===== config.mk =====
export PLATFORM = sky130hd
export DESIGN_NAME = spi_tx_feeder
export DESIGN_NICKNAME = d
export VERILOG_FILES = /design/src/rtl/spi_tx_feeder.sv
export SDC_FILE = /design/constraint.sdc
export NUM_CORES = 1
export LEC_CHECK = 0
export ABC_AREA = 0
export CAP_MARGIN = 25
export CORE_ASPECT_RATIO = 0.8
export CORE_MARGIN = 4
export CORE_UTILIZATION = 28
export CTS_CLUSTER_SIZE = 14
export DETAILED_ROUTE_END_ITERATION = 12
export PLACE_DENSITY = 0.48
export RECOVER_POWER = 50
export SYNTH_ARGS = -nofsm -noshare
export SYNTH_HDL_FRONTEND = slang
export SYNTH_SLANG_ARGS = --single-unit
export TNS_END_PERCENT = 50

===== constraint.sdc =====
create_clock -name clk -period 5.12 [get_ports clk]
set_input_delay 0.512 -clock clk [delete_from_list [all_inputs] [get_ports clk]]
set_output_delay 0.512 -clock clk [all_outputs]
set_load 0.01 [all_outputs]

===== src/rtl/spi_tx_feeder.sv =====
// Byte FIFO and pacing FSM in front of the single-byte SPI transmitter.
// Define SPI_TX_FEEDER_STATS_EN to add the byte_cnt output.
module spi_tx_feeder #(
  parameter int          DEPTH      = 16,
  parameter int          GAP_CYCLES = 4,
  parameter logic [7:0]  DIV_RESET  = 8'd4
) (
  input  logic                     clk,
  input  logic                     rst,
  input  logic                     in_valid,
  input  logic [7:0]               in_data,
  output logic                     in_ready,
  input  logic                     flush,
  input  logic                     cfg_div_we,
  input  logic [7:0]               cfg_div,
  output logic                     tx_wr_en,
  output logic [7:0]               tx_wr_data,
  input  logic                     tx_wr_done,
  output logic [7:0]               tx_sclk_div,
  output logic                     busy,
  output logic [$clog2(DEPTH):0]   fifo_count,
  output logic                     overflow
`ifdef SPI_TX_FEEDER_STATS_EN
  ,
  output logic [15:0]              byte_cnt
`endif
);

  localparam int AW = $clog2(DEPTH);
  localparam int CW = AW + 1;
  localparam int GW = (GAP_CYCLES > 0) ? $clog2(GAP_CYCLES + 1) : 1;

  typedef enum logic [1:0] {
    IDLE,
    SEND,
    GAP
  } state_t;

  state_t        state, state_nxt;
  logic [GW-1:0] gap_cnt, gap_nxt;
  logic [7:0]    mem [DEPTH];
  logic [AW-1:0] wr_ptr, rd_ptr;
  logic [CW-1:0] count;
  logic          full, empty, push, pop;

  assign full     = (count == CW'(DEPTH));
  assign empty    = (count == '0);
  assign push     = in_valid & ~full & ~flush;
  // head must exist before the edge, so a byte is never popped as it lands
  assign pop      = (state == IDLE) & ~empty & ~flush;

  assign in_ready   = ~full;
  assign tx_wr_en   = (state == SEND) & ~tx_wr_done;
  assign busy       = (state != IDLE) | ~empty;
  assign fifo_count = count;

  always_comb begin
    state_nxt = state;
    gap_nxt   = gap_cnt;
    unique case (state)
      IDLE: begin
        if (pop) state_nxt = SEND;
      end
      SEND: begin
        if (tx_wr_done) begin
          if (GAP_CYCLES == 0) begin
            state_nxt = IDLE;
          end else begin
            state_nxt = GAP;
            gap_nxt   = GW'(GAP_CYCLES);
          end
        end
      end
      GAP: begin
        if (gap_cnt <= GW'(1)) state_nxt = IDLE;
        else gap_nxt = gap_cnt - GW'(1);
      end
      default: state_nxt = IDLE;
    endcase
  end

  always_ff @(posedge clk) begin
    if (!rst && push) mem[wr_ptr] <= in_data;
  end

  always_ff @(posedge clk) begin
    if (rst) begin
      state       <= IDLE;
      gap_cnt     <= '0;
      wr_ptr      <= '0;
      rd_ptr      <= '0;
      count       <= '0;
      tx_wr_data  <= 8'h00;
      tx_sclk_div <= DIV_RESET;
      overflow    <= 1'b0;
    end else begin
      state   <= state_nxt;
      gap_cnt <= gap_nxt;
      if (flush) begin
        wr_ptr   <= '0;
        rd_ptr   <= '0;
        count    <= '0;
        overflow <= 1'b0;
      end else begin
        if (push) wr_ptr <= wr_ptr + AW'(1);
        if (pop) rd_ptr <= rd_ptr + AW'(1);
        count <= count + CW'(push) - CW'(pop);
        if (in_valid && full) overflow <= 1'b1;
      end
      if (pop) tx_wr_data <= mem[rd_ptr];
      if (cfg_div_we && state == IDLE && empty)
        tx_sclk_div <= cfg_div;
    end
  end

`ifdef SPI_TX_FEEDER_STATS_EN
  always_ff @(posedge clk) begin
    if (rst) begin
      byte_cnt <= 16'h0000;
    end else if (state == SEND && tx_wr_done) begin
      if (byte_cnt != 16'hFFFF) byte_cnt <= byte_cnt + 16'd1;
    end
  end
`endif

endmodule


==> flow_metrics.tcl, run 1 <==
set metrics [dict create \
    status "completed" \
    synth_edf_count 128 \
    ir_worst_vdd_uv 205 \
    hold_slack_ns 0.463 \
    rsz0062_at_grt "no" \
    syn-cell-area_sq_um 6720 \
    syn-num-nets 424 \
    fin_crit_sh 0.627 \
    gp_congestion 0.727 \
    relSlewSlack 0.444 \
    die_w_um 181 \
    min_path_type "reg -> reg" \
    maxSlewViolCount 0 \
    cts.sinks 163 \
    skew_ns 0.00859 \
    crit_path_start_kind "input pin" \
    die_y_um 147 \
    grt_pass1_wl_um 22600 \
    yosys.area.top_type "edfxtp_1" \
    ant_nets 0 \
    viasPerCell 4.50 \
    power.internal_mw 2.62 \
    worstMarginPinSlew_ns 0.835 \
    syn-instance-count 388 \
    avgSynthCellArea_sq_um 17.3 \
    holdBufCountCts 0 \
    critPathRequiredTime_ns 5.16 \
    maxCapViolCount 0 \
    wirelength_um 14600 \
    synth_warnings 0 \
    io_pins 47 \
    routedWlPerCell_um 19.1 \
    async_flop_share 0 \
    drtPass1Iterations 4 \
    path_cells "dlygate4sd3_1 > or2_0 > nor3_2 > nand2_1 > nor2_1" \
    pwr-share-seq 0.434 \
    ys.flop_type "edfxtp_1" \
    core-area_sq_um 23500 \
    ys_seq_area_frac 0.676 \
    crit_fanout 24 \
    vias 3446 \
    combinationalPowerShare 0.237 \
    netSwitchingPower_mw 1.06 \
    nNetsFinal 476 \
    diodes 0 \
    syn_to_final_growth_pct 19.6 \
    port_buffers 46 \
    antenna_found_initial 0 \
    dp_hpwl_um 9760 \
    slowest_stage "dlygate4sd3_1" \
    synth_area_leaders "edfxtp_1, dfxtp_1, mux4_2" \
    drt-initial-drc-count 250 \
    initial_core_util 0.286 \
    p_sw_frac 0.289 \
    setup_viol 0 \
    cpPeakStageDelay_ns 0.84 \
    hold_viol 0 \
    crit_type "in -> reg" \
    critPathTopFamily "simple AND/OR/NAND/NOR gates" \
    tns_ns 0 \
    p_leak_nw 2.61 \
    cts-root-buf "clkbuf_16" \
    clk_pin_slew_worst_paths_ns 0.06 \
    synth_top_cell_area_share 0.572 \
    place_ws_ns 1.51 \
    htreeDepth 4 \
    numCtsBuffers 17 \
    drive_gt1_frac 0.172 \
    endpoint_kind "flip-flop" \
    drc 0 \
    ys_ff_latch 163 \
    synth_cell_types 46 \
    grt_max_degree 34 \
    fin_ws_ns 1.91 \
    fmaxAchievable_mhz 312 \
    grtUsageTotal 0.114 \
    first_global_vias 3669 \
    cts_resized 0 \
    place_inst 733 \
    rows 50 \
    period_minus_slack_ns 3.21 \
    clk_path_buf_depth 2 \
    power_density_nw_per_um2 458 \
    arrival_ns 3.25 \
    cts_tree "yes" \
    grt-ovfl-total 0 \
    clock_latency_ns 0.42 \
    dieArea_sq_um 26600 \
    clkPwrFrac 0.329 \
    path_buf_inv 1 \
    stdcell_count 765 \
    cts_setup_buffers 0 \
]
-- flip-flops by register name, summed over array words and instances (netlist names) --
signal,cells
tx_wr_data,8
fifo_count,5
mem,128
tx_sclk_div,8
overflow,1
rd_ptr,4
wr_ptr,4
state,2
gap_cnt,3
-- cell usage after synthesis (5+ instances only) --
cell	number
buf_2	7
mux4_1	10
a21oi_1	10
buf_6	5
dfxtp_1	35
o221ai_2	8
nand3b_1	9
inv_1	16
clkbuf_1	6
nand2_1	7
ha_1	13
nor2_1	33
xnor2_1	5
nand3_1	6
edfxtp_1	128
nand2b_1	5
mux2i_1	24
mux4_2	22
nor3_1	6
-- metrics by stage --
stage / instance area, sq um / power [mW] / utilization
global placement: 7470 / 2.52 / 0.317
floorplan: 6720 / 2.26 / -
detailed placement: 7480 / 2.54 / 0.318
global route: 8040 / 3.87 / 0.342
finish: 8040 / 3.68 / 0.342
CTS: 8040 / 3.75 / 0.342
-- final timing paths --
| path | startpoint | to | slack, ns | depth (start not counted) |
|---|---|---|---|---|
| worst max-delay path | rst | mem[4][4] | 1.91 | 5 |
| worst min-delay path | tx_sclk_div[2] | tx_sclk_div[2] | 0.46 | 1 |
| worst min register to register | tx_sclk_div[2] | tx_sclk_div[2] | 0.46 | 1 |
| worst max register to register | fifo_count[3] | fifo_count[4] | 1.93 | 14 |
-- power by group through the flow --
stage	combinational [mW]	sequential, mW	clock [mW]
floorplan	0.661	1.60	0
global placement	0.888	1.63	0
detailed placement	0.906	1.63	0
CTS	0.912	1.60	1.24
global route	0.958	1.61	1.30
finish	0.872	1.60	1.21
-- layer usage --
layer / global-route usage / part of all wire / wire [um]
met3: 0.0267 / 0.045 / 660
met5: 0 / 0 / 0
met1: 0.156 / 0.47 / 6810
met2: 0.182 / 0.48 / 7000
met4: 0.0364 / 0.010 / 153
-- final cells by class --
class                      count  area [sq um]
clock buffer                  17           425
clock inverter                15           133
fill                        2269         15500
inverter                      17          63.8
multi-input combinational    188          1960
sequential                   163          4550
tap                          312           390
timing repair buffer          53           520
-- layout by cell type (no fill, tap or decap), types with 2 or more instances in the layout --
cell type,n
xor2_1,3
dfxtp_1,34
or4b_1,2
clkinv_4,2
clkdlybuf4s50_1,18
o221ai_2,8
edfxtp_1,128
ha_1,13
nand2b_1,5
clkinv_2,3
a21oi_1,10
inv_1,16
nand3_1,6
or3_1,2
clkbuf_16,17
clkinvlp_4,3
mux4_2,22
mux2i_1,24
nor3b_1,2
nand3b_1,9
inv_6,5
dlygate4sd3_1,28
nor3_1,6
nand2_1,7
mux4_1,10
xnor2_1,5
buf_4,6
nor2_1,33
-- cell families (layout without fill, tap and decap cells) --
kind of cell             count (synthesis)  count (layout)  synth area share
buffers and inverters                   37             102            0.0324
AND/OR/NAND/NOR                         83              83            0.0700
XOR/XNOR                                 8               8            0.0104
AO/OA/AOI/OAI                           27              27            0.0355
multiplexers                            56              56             0.149
flip-flops                             163             163             0.676
adder cells (fa/ha/maj)                 14              14            0.0272
No activity file was read; power rests on OpenSTA's default activity.
==> run 2: changes to the inputs <==
- clock period: 5.12 -> 3.3 ns (I/O delays scaled with it)
==> run 2 against run 1 <==
Count of clock-buffer cells in the layout unchanged. Critical path depth increased by 9. Final cell count increased by 1.6%. Total power increased by 59%. Global-route usage decreased by 0.32 points. Combinational power increased by 58%. Sequential power increased by 51%. Non-clock buffer count increased by 13. Design area increased by 1.9%.
==> flow_metrics.tcl, run 2 (synthesized netlist as in run 1, its figures left out) <==
set metrics [dict create \
    tns_ns 0 \
    hold_start "tx_sclk_div[2]" \
    syn_to_final_growth_pct 21.9 \
    hold_viol 0 \
    cts_setup_buffers 0 \
    place_ws_ns 0.228 \
    nNetsFinal 489 \
    drtPass1Iterations 5 \
    die_w_um 181 \
    rsz0062_at_grt "no" \
    r2r_start "fifo_count[3]" \
    clock_latency_ns 0.42 \
    die_y_um 147 \
    power_density_nw_per_um2 713 \
    critPathRequiredTime_ns 3.59 \
    rows 50 \
    dp_hpwl_um 9270 \
    diodes 0 \
    path_cells "inv_1 > ha_1 > or4b_1 > nand2_4 > inv_2 > ha_1 > inv_1 > ha_1 > inv_1 > fa_1 > nand2b_1 > a21oi_1 > o21ai_0 > nor3b_1" \
    p_leak_nw 2.71 \
    antenna_found_initial 0 \
    setup_viol 0 \
    endpoint_kind "flip-flop" \
    largest_register_ffs 128 \
    critPathTopFamily "simple AND/OR/NAND/NOR gates" \
    crit_type "reg -> reg" \
    status "completed" \
    drc 0 \
    cts-root-buf "clkbuf_16" \
    largest_register "mem" \
    clk_path_buf_depth 2 \
    fin_ws_ns 0.212 \
    ir_worst_vdd_uv 346 \
    port_buffers 46 \
    cts.sinks 163 \
    multiInputGateArea_sq_um 1960 \
    numCtsBuffers 17 \
    worstMarginPinSlew_ns 0.599 \
    grt-ovfl-total 0 \
    drive_gt1_frac 0.189 \
    power_mw 5.84 \
    initial_core_util 0.286 \
    cpPeakStageDelay_ns 0.62 \
    maxSlewViolCount 0 \
    io_pins 47 \
    fmaxAchievable_mhz 324 \
    viasPerCell 4.54 \
    routedWlPerCell_um 18.4 \
    crit_path_start_kind "flip-flop" \
    grt_pass1_wl_um 22000 \
    crit_start "fifo_count[3]" \
    reg_top3 "mem x128, tx_sclk_div x8, tx_wr_data x8" \
    fill_cells 2298 \
    grtUsageTotal 0.111 \
    period_minus_slack_ns 3.09 \
    htreeDepth 4 \
    relSlewSlack 0.599 \
    core-area_sq_um 23500 \
    arrival_ns 3.38 \
    slowest_stage "or4b_1" \
    final_common_cell "edfxtp_1" \
    ant_nets 0 \
    final_cell_mix "edfxtp_1, dfxtp_1, nor2_1, dlygate4sd3_1, mux2i_1" \
    first_global_vias 3602 \
    min_path_type "reg -> reg" \
    drt-initial-drc-count 227 \
    crit_fanout 12 \
    grt_max_degree 36 \
    gp_congestion 0.758 \
    path_buf_inv 4 \
    seq_area_sq_um 4550 \
    fin_crit_sh 0.936 \
    cts_resized 0 \
    skew_ns 0.0121 \
    dieArea_sq_um 26600 \
    holdBufCountCts 0 \
    wirelength_um 14300 \
    clk_pin_slew_worst_paths_ns 0.07 \
    maxCapViolCount 0 \
    cts_tree "yes" \
    vias 3531 \
]
[run 2: routing by layer]
| metal | routed length (um) | vias to the layer above | track usage |
|---|---|---|---|
| met1 | 6770 | 1847 | 0.149 |
| met2 | 6960 | 30 | 0.179 |
| li1 | - | 1643 | - |
| met4 | 138 | 0 | 0.0315 |
| met5 | 0 | - | 0 |
| met3 | 396 | 11 | 0.0291 |
[run 2: worst paths after layout]
path / to / slack (ns) / depth (start not counted)
worst max-delay path: fifo_count[4] / 0.21 / 14
worst min-delay path: tx_sclk_div[2] / 0.48 / 1
worst max register to register: fifo_count[4] / 0.21 / 14
worst min register to register: tx_sclk_div[2] / 0.48 / 1
[run 2: per-stage QoR]
stage	std cells	hold WS [ns]	utilization	area, sq um
CTS	777	0.486	0.348	8200
floorplan	388	0.429	-	6720
detailed placement	746	0.477	0.322	7580
global placement	746	0.457	0.322	7580
global route	777	0.493	0.348	8190
finish	777	0.478	0.348	8190
[run 2: layout make-up]
type | instances | share of cell area
clock inverters | 14 | 0.0229
clock buffers | 17 | 0.0519
multi-input cells | 188 | 0.239
inverters | 17 | 0.00779
repair buffers | 66 | 0.0761
well taps | 312 | 0.0476
flip-flops and latches | 163 | 0.555
[run 2: where the power goes]
group	leakage [nW]	switching, mW	internal, mW
registers	1.44	0.0920	2.33
clock network	0.293	0.779	1.26
logic	0.983	0.686	0.697
==> RTL edit 1, RTL diff (flow settings as in run 2) <==
Re-encode `state_t` (3 states) as one-hot, 3 bits wide.
--- a/src/rtl/spi_tx_feeder.sv
+++ b/src/rtl/spi_tx_feeder.sv
@@ -32,6 +32,6 @@
 
-  typedef enum logic [1:0] {
-    IDLE,
-    SEND,
-    GAP
+  typedef enum logic [2:0] {
+    IDLE = 3'b001,
+    SEND = 3'b010,
+    GAP  = 3'b100
   } state_t;
Formal check against the unedited RTL: no difference found for any inputs over 4 cycles, from zero or initial values and one cycle with rst high; so few cycles prove little.
==> RTL edit 1 against run 2 <==
  * Largest power group unchanged
  * First-iteration DRC count grew 1.3%
  * Cell count grew 1.3%
  * Non-clock buffer count grew 2
  * Wire length shrank 0.98%
  * Design area grew 0.27%
  * Power shrank 6.4%
  * Sequential share of layout area grew 0.092 points
  * Sequential cell count grew 1
  * Highest routed layer unchanged
  * Setup slack gained 0.12 ns
  * Synthesized area shrank 0.13%
  * Global-route usage grew 0.073 points
  * Critical path depth shrank 1
  * Via count grew 0.62%
  * Largest cell class unchanged
==> RTL edit 1: results <==
{
  "status": "finished, final reports clean",
  "ys_seq_area_share_pct": 68.0,
  "vias_per_cell": 4.51,
  "synth.distinct_cells": 49,
  "critPathMaxFanout": 4,
  "grt_max_degree": 25,
  "wl_per_cell_um": 18.0,
  "holdPathEnd": "overflow",
  "yosys-top-cells-count": "edfxtp_1, dfxtp_1, nor2_1, mux4_2, mux2i_1",
  "slew_headroom_pct": 40.5,
  "drive_gt1_share_pct": 21.7,
  "grt_pass1_vias": 3759,
  "cts_buffers": 17,
  "r2r_cells": 13,
  "min-delay-start": "overflow",
  "min_path_cells": 2,
  "synth_cells": 393,
  "drt_iter0_drc": 230,
  "r2r_slack_ns": 0.33,
  "track_usage_pct": 11.2,
  "fin_worst_skew_ns": 0.0113,
  "final_cells": 787,
  "nNetsFinal": 498,
  "dp.cells": 755,
  "fillers": 2244,
  "cts_buffer_depth": 2,
  "syn-num-nets": 429,
  "grt_pass1_wl_um": 22500,
  "p_leak_nw": 2.72,
  "dp_hpwl_um": 9330,
  "reg2reg_to": "fifo_count[4]",
  "synth_edf_count": 128,
  "synth_area_leaders": "edfxtp_1, dfxtp_1, mux4_2",
  "clk_latency_ns": 0.42,
  "routabilityCongestion": 0.748,
  "critPathArrivalTime_ns": 3.32,
  "path_clk_slew_ns": 0.07,
  "vdd_drop_max_uv": 303
}
-- RTL edit 1: cell count changes after synthesis, moves of 3 or more --
cell and delta:
buf_2 -4, buf_4 +3, buf_6 -3, clkbuf_1 +4, mux4_1 -10, mux4_2 +10, nand2_1 +3, nor2_1 +3
-- RTL edit 1: layout make-up --
class                      count  area [um^2]  area share (%)
inverter                      17         63.8           0.777
sequential                   164         4570            55.6
clock inverter                15          151            1.84
multi-input combinational    194         1980            24.2
tap                          312          390            4.75
clock buffer                  17          425            5.18
timing repair buffer          68          634            7.72
-- RTL edit 1: report_power, final --
part	internal (W)	total [W]	switching (W)	leakage, nW
logic	0.000528	0.00110	0.000576	0.999
clock network	0.00112	0.00193	0.000814	0.273
registers	0.00234	0.00243	0.0000986	1.44
-- RTL edit 1: worst max-delay path, cell delays in order (launching register included) --
cell and delay, ns:
dfxtp_1 0.34, inv_1 0.09, ha_1 0.18, or4b_1 0.53, nand2_2 0.11, inv_2 0.06
ha_1 0.26, inv_1 0.04, ha_1 0.19, fa_1 0.41, a21oi_1 0.15, nor2_1 0.06
or3_1 0.34, a21oi_1 0.14
-- RTL edit 1: how the worst max path moves through the flow --
stage	startpoint	end	slack, ns	cells past startpoint
floorplan	fifo_count[3]	fifo_count[4]	0.43	14
global placement	flush	fifo_count[4]	0.35	10
detailed placement	flush	fifo_count[4]	0.32	10
CTS	fifo_count[2]	fifo_count[4]	0.35	12
global route	fifo_count[3]	fifo_count[4]	0.09	13
finish	fifo_count[3]	fifo_count[4]	0.33	13
-- RTL edit 1: cells by family (layout without fill, tap and decap cells) --
family | after synthesis | in the layout | synth area share (%)
flops | 164 | 164 | 68.0
simple gates | 88 | 88 | 7.70
mux | 58 | 58 | 14.6
buf+inv | 35 | 117 | 2.40
compound gates | 26 | 26 | 3.50
fa+ha+maj | 14 | 14 | 2.72
xor+xnor | 8 | 8 | 1.04
-- RTL edit 1: metal layers --
metal | vias up | GRT usage [%] | part of all wire, %
met5 | - | 0 | 0
met4 | 0 | 3.49 | 1.0
met3 | 12 | 2.47 | 3.7
met2 | 46 | 17.9 | 49
met1 | 1830 | 15.2 | 46
li1 | 1665 | - | -
-- RTL edit 1: metrics by stage --
| stage | instance area (um^2) | hold WS (ns) | power (W) | worst slack [ns] |
|---|---|---|---|---|
| 2_1_floorplan | 6710 | 0.429 | 0.00320 | 0.427 |
| 3_3_place_gp | 7650 | 0.449 | 0.00363 | 0.353 |
| 3_5_place_dp | 7650 | 0.462 | 0.00366 | 0.315 |
| 4_1_cts | 8220 | 0.484 | 0.00560 | 0.353 |
| 5_1_grt | 8220 | 0.506 | 0.00575 | 0.0866 |
| 6_report | 8220 | 0.477 | 0.00547 | 0.328 |
==> RTL edit 2, RTL diff (flow settings as in run 2) <==
Made on the original files. Build with the macro `SPI_TX_FEEDER_STATS_EN` defined.
--- a/src/rtl/spi_tx_feeder.sv
+++ b/src/rtl/spi_tx_feeder.sv
@@ -2,2 +2,4 @@
 // Define SPI_TX_FEEDER_STATS_EN to add the byte_cnt output.
+`define SPI_TX_FEEDER_STATS_EN
+
 module spi_tx_feeder #(
Formal check against the unedited RTL (old outputs only; new: byte_cnt): equivalent (equiv_simple and equiv_induct, registers matched by name and starting in step).
==> RTL edit 2 against run 2 <==
  * Setup slack better by 0.23 ns
  * Power down 0.86%
  * Wire length increased by 18%
  * Design area is 11% higher
  * Critical path depth unchanged
  * Sequential cell count up 16
  * Synthesized cell count rose by 25%
  * Synthesized area grew 9.9%
==> RTL edit 2: results <==
{
  "dp_hpwl_um": 11200,
  "multiInputGateArea_um2": 2350,
  "slew_headroom_pct": 31.5,
  "drive_gt1_share_pct": 16.5,
  "pg_comb_w": 0.00113,
  "ys_seq_area_share_pct": 65.8,
  "seq_area_share_pct": 53.3,
  "slowest_delay_ns": 0.47,
  "grt_max_degree": 44,
  "grt_pass1_vias": 4555,
  "inverters": 18,
  "routabilityCongestion": 0.754,
  "p_leak_nw": 3.00,
  "vias_per_cell": 4.67,
  "nNetsFinal": 605,
  "fin_worst_skew_ns": 0.0105,
  "synth_area_leaders": "edfxtp_1, dfxtp_1, mux4_2",
  "place_worst_setup_slack_ns": 0.329,
  "dr_wl_met2_um": 8180,
  "reg.largest.list": "mem x128, byte_cnt x16",
  "num-nonclk-buffers": 86,
  "power.internal_w": 0.00410,
  "final-clk-cell-share_pct": 6.69,
  "grtUsageMet3_pct": 2.53,
  "wl_met1_um": 7890,
  "comb.multi_input.count": 266,
  "met2_usage_pct": 19.6,
  "status": "finished, final reports clean",
  "wl_per_cell_um": 18.0,
  "grt_pass1_wl_um": 26700,
  "met3_length_um": 509,
  "ys_ff_latch": 179,
  "io_buffers": 62,
  "critPathArrivalTime_ns": 3.16
}
[RTL edit 2: cell types whose count changed after synthesis, moves of 6 or more]
cell,before,now
mux4_1,10,0
mux4_2,22,32
o221ai_2,8,0
o221ai_1,0,8
nand3_1,6,13
dfxtp_1,35,51
a21oi_1,10,22
nand2_1,7,14
clkbuf_1,6,13
nor3_1,6,12
or4_1,0,6
[RTL edit 2: cells by family (layout without fill, tap and decap cells)]
| kind of cell | Yosys count | after routing | synth area share, % |
|---|---|---|---|
| buf+inv | 41 | 136 | 2.22 |
| compound gates | 51 | 51 | 4.52 |
| simple gates | 133 | 133 | 10.4 |
| mux | 59 | 59 | 13.4 |
| fa+ha+maj | 15 | 15 | 2.64 |
| flops | 179 | 179 | 65.8 |
| xor+xnor | 8 | 8 | 0.948 |
[RTL edit 2: stage by stage]
| stage | cell area (um^2) | util (%) | std cells | power (W) | hold slack (ns) |
|---|---|---|---|---|---|
| floorplan | 7390 | - | 486 | 0.00338 | 0.429 |
| global placement | 8550 | 33.3 | 900 | 0.00387 | 0.452 |
| detailed placement | 8550 | 33.3 | 900 | 0.00391 | 0.481 |
| CTS | 9160 | 35.7 | 932 | 0.00595 | 0.497 |
| global route | 9130 | 35.6 | 932 | 0.00609 | 0.520 |
| finish | 9130 | 35.6 | 932 | 0.00579 | 0.483 |
[RTL edit 2: path summary, 6_finish.rpt]
check                       from              to  slack (ns)  cells after the start
setup / recovery   fifo_count[2]   fifo_count[4]        0.44                     14
hold / removal    tx_sclk_div[2]  tx_sclk_div[2]        0.48                      1
setup reg to reg   fifo_count[2]   fifo_count[4]        0.44                     14
hold reg to reg   tx_sclk_div[2]  tx_sclk_div[2]        0.48                      1
